==> config.mk <==
export PLATFORM = sky130hd
export DESIGN_NAME = if_id_queue
export DESIGN_NICKNAME = d
export VERILOG_FILES = /design/src/rtl/if_id_queue.sv
export SDC_FILE = /design/constraint.sdc
export NUM_CORES = 1
export LEC_CHECK = 0
export CAP_MARGIN = 20
export CORE_MARGIN = 2
export CORE_UTILIZATION = 23
export CTS_CLUSTER_DIAMETER = 120
export DETAILED_ROUTE_END_ITERATION = 12
export PLACE_DENSITY = 0.51
export SLEW_MARGIN = 30
export SYNTH_ARGS = -nofsm -noshare
export SYNTH_HDL_FRONTEND = slang
export SYNTH_SLANG_ARGS = --single-unit
==> constraint.sdc <==
create_clock -name CLK -period 3 [get_ports CLK]
set_input_delay 0.6 -clock CLK [delete_from_list [all_inputs] [get_ports CLK]]
set_output_delay 0.6 -clock CLK [all_outputs]
set_load 0.01 [all_outputs]
==> src/rtl/if_id_queue.sv <==
`default_nettype none
// ============================================================================
// Module   : if_id_queue
// Purpose  : IF/ID boundary FIFO with hold/bubble/flush output register.
//            Optional same-edge empty-queue bypass: `define IFQ_BYPASS_EN
// Revision : 1.0 - initial release
// ============================================================================
module if_id_queue #(
    parameter int            IW       = 16,
    parameter int            AW       = 16,
    parameter int            DEPTH    = 4,
    parameter logic [IW-1:0] NOP      = 16'h0800,
    parameter logic [AW-1:0] PC_START = 16'h0000
) (
    input  logic                       CLK,
    input  logic                       RSTboot,
    input  logic                       fetch_valid,
    output logic                       fetch_ready,
    input  logic [IW-1:0]              instruction_in,
    input  logic [AW-1:0]              pc_in,
    input  logic                       flush,
    input  logic                       ramSlot,
    input  logic                       loadSlot,
    output logic [IW-1:0]              instruction_out,
    output logic [AW-1:0]              pc_out,
    output logic                       valid_out,
    output logic [$clog2(DEPTH+1)-1:0] count
);

    localparam int PW = $clog2(DEPTH);
    localparam int CW = $clog2(DEPTH+1);
    localparam int EW = IW + AW;
    localparam logic [CW-1:0] C_FULL = CW'(DEPTH);

    logic [EW-1:0] mem_q [DEPTH];
    logic [PW-1:0] wr_ptr_q, wr_ptr_d;
    logic [PW-1:0] rd_ptr_q, rd_ptr_d;
    logic [CW-1:0] count_q, count_d;
    logic [IW-1:0] instr_q, instr_d;
    logic [AW-1:0] pc_q, pc_d;
    logic          valid_q, valid_d;

    logic          empty;
    logic          advance;
    logic          bypass;
    logic          push;
    logic          pop;
    logic [EW-1:0] head;

    assign empty       = (count_q == '0);
    assign fetch_ready = (count_q != C_FULL);
    assign advance     = !flush && !ramSlot && !loadSlot;
    assign head        = mem_q[rd_ptr_q];

`ifdef IFQ_BYPASS_EN
    assign bypass = advance && empty && fetch_valid;
`else
    assign bypass = 1'b0;
`endif

    // A bypassed instruction goes straight to the output and never occupies a slot.
    assign push = fetch_valid && fetch_ready && !flush && !bypass;
    assign pop  = advance && !empty;

    always_comb begin
        instr_d  = instr_q;
        pc_d     = pc_q;
        valid_d  = valid_q;
        wr_ptr_d = push ? wr_ptr_q + PW'(1) : wr_ptr_q;
        rd_ptr_d = pop  ? rd_ptr_q + PW'(1) : rd_ptr_q;
        count_d  = count_q;
        case ({push, pop})
            2'b10:   count_d = count_q + CW'(1);
            2'b01:   count_d = count_q - CW'(1);
            default: count_d = count_q;
        endcase

        if (flush) begin
            instr_d  = NOP;
            valid_d  = 1'b0;
            wr_ptr_d = '0;
            rd_ptr_d = '0;
            count_d  = '0;
        end else if (ramSlot) begin
            instr_d = NOP;
            valid_d = 1'b0;
        end else if (loadSlot) begin
            valid_d = valid_q;
        end else if (!empty) begin
            instr_d = head[EW-1:AW];
            pc_d    = head[AW-1:0];
            valid_d = 1'b1;
        end else if (bypass) begin
            instr_d = instruction_in;
            pc_d    = pc_in;
            valid_d = 1'b1;
        end else begin
            instr_d = NOP;
            valid_d = 1'b0;
        end
    end

    always_ff @(posedge CLK) begin
        if (push) begin
            mem_q[wr_ptr_q] <= {instruction_in, pc_in};
        end
    end

    always_ff @(posedge CLK or negedge RSTboot) begin
        if (!RSTboot) begin
            wr_ptr_q <= '0;
            rd_ptr_q <= '0;
            count_q  <= '0;
            instr_q  <= NOP;
            pc_q     <= PC_START;
            valid_q  <= 1'b0;
        end else begin
            wr_ptr_q <= wr_ptr_d;
            rd_ptr_q <= rd_ptr_d;
            count_q  <= count_d;
            instr_q  <= instr_d;
            pc_q     <= pc_d;
            valid_q  <= valid_d;
        end
    end

    assign instruction_out = instr_q;
    assign pc_out          = pc_q;
    assign valid_out       = valid_q;
    assign count           = count_q;

endmodule
`default_nettype wire

==> results of run 1 <==
## layout by cell type (no fill, tap or decap), types with 3 or more instances in the layout
cell type,netlist,final
inv_1,4,4
a21oi_1,3,3
and2_2,0,4
nand2_1,55,55
edfxtp_1,128,128
inv_6,0,3
mux4_2,32,32
a22o_1,15,15
buf_12,0,5
clkdlybuf4s50_1,0,73
ha_1,4,4
nor2_1,6,5
buf_4,0,9
dfrtp_1,39,37
clkbuf_16,0,17
bufinv_16,0,4
## per-stage QoR
stage / setup WS [ps] / instance area (um^2) / util / power (uW)
floorplan: 380 / 6310 / - / 3160
global placement: 218 / 7570 / 0.281 / 3630
detailed placement: 130 / 7570 / 0.281 / 3640
CTS: 518 / 8210 / 0.305 / 6010
global route: 471 / 8210 / 0.305 / 6170
finish: 548 / 8220 / 0.305 / 5900
## flip-flops by register name, summed over array words and instances, names as in the netlist
signal	flops
wr_ptr_q	2
valid_out	1
instruction_out	16
mem_q	128
rd_ptr_q	2
pc_out	16
count	3
## cells by family (layout without fill, tap and decap cells)
logic type | Yosys count | after routing | share of synthesized area
buffers and inverters | 21 | 123 | 0.0159
flip-flops | 168 | 168 | 0.768
other | 0 | 1 | 0
multiplexers | 36 | 36 | 0.121
AO/OA/AOI/OAI | 21 | 21 | 0.0274
AND/OR/NAND/NOR | 76 | 76 | 0.0526
adder cells (fa/ha/maj) | 5 | 5 | 0.0111
XOR/XNOR | 2 | 2 | 0.00397
## cell type report
| class | instances | area, um^2 |
|---|---|---|
| multi-input combinational | 140 | 1380 |
| antenna | 1 | 2.50 |
| clock inverter | 12 | 188 |
| fill | 2584 | 18700 |
| clock buffer | 20 | 457 |
| inverter | 4 | 15.0 |
| timing repair buffer | 87 | 898 |
| sequential | 168 | 4850 |
| tap | 341 | 427 |
## worst reg2reg max path, delay by kind of cell, from the launching register on
| family | cells | cell delay (ps) |
|---|---|---|
| flops | 1 | 440 |
| simple gates | 3 | 910 |
| fa+ha+maj | 1 | 230 |
| compound gates | 2 | 230 |
| mux | 1 | 360 |
## layer usage
metal,vias to the layer above,GRT usage,routed length (um)
met5,-,0,33
met4,4,0.0383,223
met3,20,0.0422,994
met2,75,0.166,6690
met1,1666,0.114,5440
li1,1441,-,-
## worst paths after layout
kind	start	to	slack (ps)	depth (start not counted)
worst min register to register	instruction_out[11]$_DFFE_PN1P_	instruction_out[11]$_DFFE_PN1P_	460	2
worst max register to register	count[0]$_DFFE_PN0P_	count[2]$_DFFE_PN0P_	710	7
max in group asynchronous	RSTboot	rd_ptr_q[0]$_DFFE_PN0P_	2390	1
min in group CLK	instruction_out[11]$_DFFE_PN1P_	instruction_out[11]$_DFFE_PN1P_	460	2
worst max-delay path	flush	count[2]$_DFFE_PN0P_	550	8
worst min-delay path	RSTboot	instruction_out[6]$_DFFE_PN0P_	190	1
## report_power, final
part / internal, uW / switching [uW]
combinational: 424 / 329
clock: 1450 / 883
sequential: 2700 / 117
==> flow_summary.toml, run 1 <==
[critical_path]
slowest_delay_ps = 500
cp_cell_sequence = "clkdlybuf4s50_1, or3_4, or2_1, nor2_1, fa_1, o2111ai_1, o31ai_2, mux2_2"
critPathBufInv = 1
critPathCaptureType = "flop"
critPathTopFamily = "simple AND/OR/NAND/NOR gates"
cp.required_ps = 3290
slowest_stage = "clkdlybuf4s50_1"
worstPathArrival_ps = 2750
path_class = "input port to flop"
cp_max_fo = 4
worst_setup_path_start_kind = "input port"

[synthesis]
yosys_warnings = 0
ys_types = 30
async_flop_share = 0.238
syn-num-nets = 372
synth_edf_count = 128
yosys.area.top_type_share = 0.609
ys_ff_latch = 168
seq_area_frac_synth = 0.768
dominantRegCellSynth = "edfxtp_1"
yosysTopAreaCell = "edfxtp_1"
synthTopCellsByCount = "edfxtp_1, nand2_1, dfrtp_1, mux4_2, a22o_1"
yosysMostFrequentCell = "edfxtp_1"
postSynthAreaPerCell_um2 = 19.2
synthesis.instances = 329
netlist_top_cells_area = "edfxtp_1, dfrtp_1, mux4_2, nand2_1, a22o_1"
syn_area_um2 = 6310

[placed_design]
routabilityCongestion = 0.738
port_buffers = 74
place_inst = 740
place.detailed.hpwl_mm = 7.98

[clocking]
post_cts_buffers = 0
numCtsBuffers = 17
cts_hold_buf = 0
cts-root-buf = "clkbuf_16"
htree_levels = 4
clk_latency_ps = 420
clkSinkCount = 168
cts_tree = "yes"
cts_max_path_buffers = 2
worst_setup_hold_path_clk_slew_ps = 70
post_cts_resized = 0

[worst_hold_path]
hold_path.class = "input port to async pin"

[finish]
syn2layout_area_growth_pct = 30.2
drive_gt1_frac = 0.211
nets = 461
layoutNonFillerInstCount = 773

[global_routing]
grt.overflow.total = 0
grt_usage = 0.0996
grt_max_degree = 41
grt_pass1_wl_mm = 20.7
first_global_vias = 3424
antenna_found_initial = 3

[power]
irDropWorstVdd_mv = 0.383
p_per_area_nw_per_um2 = 719
p_leak_uw = 0.00287

[timing]
fmax_mhz = 408
finalClockSkew_ps = 9.60
tns_ps = 0
setup_viol = 0
period_needed_ps = 2450
hold_slack_ps = 187
slew_viol_final = 0
hold_viol = 0
relSlewSlack = 0.537
period_share = 0.817
worst_pin_slew_ps = 694
rsz0062_at_grt = "no"

[floorplan]
top_level_ports = 75
die_y_um = 170
initial_utilization = 0.234
die_w_um = 170
die-area_um2 = 28800
rows = 60
core-area_um2 = 27000

[outcome]
outcome = "complete, no violations"

[routing]
wire_per_inst_um = 17.3
num_vias = 3206
firstDrtPassIters = 5
drt_iter0_drc = 268
remaining_drc_errors = 0
wl_mm = 13.4
ant_nets = 0
viasPerCell = 4.15

[job]
drv_cap = 0
Note: power is estimated with default switching activity, not from simulation.
==> run 2, diff against run 1 <==
==> constraint.sdc (replaced) <==
create_clock -name CLK -period 2.4 [get_ports CLK]
set_input_delay 0.48 -clock CLK [delete_from_list [all_inputs] [get_ports CLK]]
set_output_delay 0.48 -clock CLK [all_outputs]
set_load 0.01 [all_outputs]
==> run 2 against run 1 <==
- flip-flop and latch count stayed put
- sequential share of layout area shrank 0.79 points
- register-to-register slack worse by 430 ps
- non-clock buffer count grew 17
- critical path depth is 5 lower
- clock power is 15% higher
- first-iteration DRC count is 46% lower
- via count up 0.94%
- combinational power is 34% higher
- sequential power up 24%
- die area is the same
==> flow_summary.toml, run 2 (synthesis results as in run 1) <==
[critical_path]
r2r_cells = 7
crit_start = "count[0]$_DFFE_PN0P_"
cp.required_ps = 1920
worstPathArrival_ps = 1840
cp_max_fo = 4
critPathCaptureType = "output pin"
reg2reg_from = "count[0]$_DFFE_PN0P_"
path_class = "flop to output pin"
worst_setup_path_start_kind = "flop"

[global_routing]
grt_pass1_wl_mm = 20.8
grt_usage = 0.0993
first_global_vias = 3556
met3_usage = 0.0413
grt.overflow.total = 0
grt.busiest_layer = "met2"
grt_max_degree = 37
grt_use_met1 = 0.116
grtUsageMet2 = 0.165
antenna_found_initial = 3

[routing]
num_vias = 3236
drt_iter0_drc = 145
firstDrtPassIters = 4
remaining_drc_errors = 0
ant_nets = 0
wl_mm = 13.4
wire_per_inst_um = 17.0
viasPerCell = 4.09

[clocking]
cts-root-buf = "clkbuf_16"
worst_setup_hold_path_clk_slew_ps = 60
htree_levels = 4
numCtsBuffers = 17
clkSinkCount = 168
cts_max_path_buffers = 2
clk_latency_ps = 420
cts_tree = "yes"

[finish]
drive_gt1_frac = 0.248
final_cell_mix = "edfxtp_1, clkdlybuf4s50_1, nand2_1"
nets = 478
nFillCells = 2595
largest_reg_flops = 128
top_register = "mem_q"
layout_commonest_cell = "edfxtp_1"
utilization = 0.309
syn2layout_area_growth_pct = 32.1
stdcell_area_um2 = 8330

[floorplan]
initial_utilization = 0.234
core-area_um2 = 27000
rows = 60
die-area_um2 = 28800
top_level_ports = 75
die_y_um = 170
die_w_um = 170

[timing]
fmax_mhz = 431
hold_viol = 0
layout_setup_ws_ps = 80.2
period_needed_ps = 2320
relSlewSlack = 0.733
worst_pin_slew_ps = 400
period_share = 0.967
finalClockSkew_ps = 6.24
rsz0062_at_grt = "no"
setup_viol = 0
slew_viol_final = 0

[power]
p_leak_uw = 0.00292
irDropWorstVdd_mv = 0.503
p_per_area_nw_per_um2 = 863

[placed_design]
place.detailed.hpwl_mm = 8.48
post_dp_cell_area_um2 = 7700
routabilityCongestion = 0.731
port_buffers = 74
dp_slack_ps = -194

[worst_hold_path]
whs_path_depth = 2
hold_path.class = "flop to flop"
hp-start = "pc_out[11]$_DFFE_PN0P_"

[outcome]
outcome = "complete, no violations"

[job]
drv_cap = 0
-- run 2: changes by cell type in the layout (fill, tap and decap cells not counted), sizes merged, moves of 2 or more --
| cell | change |
|---|---|
| bufinv | -2 |
| clkbuf | +3 |
| buf | +16 |
| diode | +2 |
| clkinvlp | +2 |
| clkinv | -2 |
-- run 2: critical path, stage by stage (launching register included) --
cell	delay (ps)
dfrtp_2	400
or3b_1	390
buf_4	160
clkdlybuf4s50_1	470
-- run 2: final cells by class --
cell class | instances | area, um^2 | area share
antenna | 3 | 7.51 | 0.000901
clock buffer | 23 | 478 | 0.0574
clock inverter | 9 | 114 | 0.0137
timing repair buffer | 104 | 1040 | 0.125
inverter | 4 | 15.0 | 0.00180
multi-input combinational | 140 | 1400 | 0.168
tap | 341 | 427 | 0.0512
sequential | 168 | 4850 | 0.582
-- run 2: timing repair --
item | in CTS | in global routing
hold endpoints to repair | 12 | 0
setup endpoints to repair | 1 | 1
gates resized for setup | 1 | 1
buffers inserted | 1 | 2
gates cloned | 0 | 0
hold buffers | 1 | 0
-- run 2: per-layer routing --
metal  share of wire  vias up
li1                -     1482
met1            0.43     1680
met2            0.50       59
met3           0.064       15
met4           0.015        0
met5               0        -
-- run 2: stage by stage --
step	TNS (ps)	std cells	power, uW	hold slack [ps]
finish	0	792	7190	477
detailed placement	-385	753	4580	429
global route	0	789	7520	514
global placement	-218	753	4560	431
floorplan	0	329	3960	184
CTS	0	787	7300	485
-- run 2: worst paths after layout --
path / endpoint / slack (ps)
worst max-delay path: fetch_ready / 80
worst min-delay path: pc_out[11]$_DFFE_PN0P_ / 480
worst max register to register: count[2]$_DFFE_PN0P_ / 280
worst min register to register: pc_out[11]$_DFFE_PN0P_ / 480
max in group asynchronous: instruction_out[11]$_DFFE_PN1P_ / 1130
min in group asynchronous: instruction_out[3]$_DFFE_PN0P_ / 510
-- run 2: where the power goes --
group,switching (uW),internal [uW]
Sequential,120,3370
Combinational,453,557
Clock,1060,1620
Total,1630,5560
==> run 3, diff against run 2 <==
--- a/config.mk
+++ b/config.mk
@@ -15,3 +15,4 @@
 export SYNTH_ARGS = -nofsm -noshare
 export SYNTH_HDL_FRONTEND = slang
 export SYNTH_SLANG_ARGS = --single-unit
+export TNS_END_PERCENT = 100
==> results of run 3 <==
The final DEF is identical to that of run 2; final timing and power are the same.
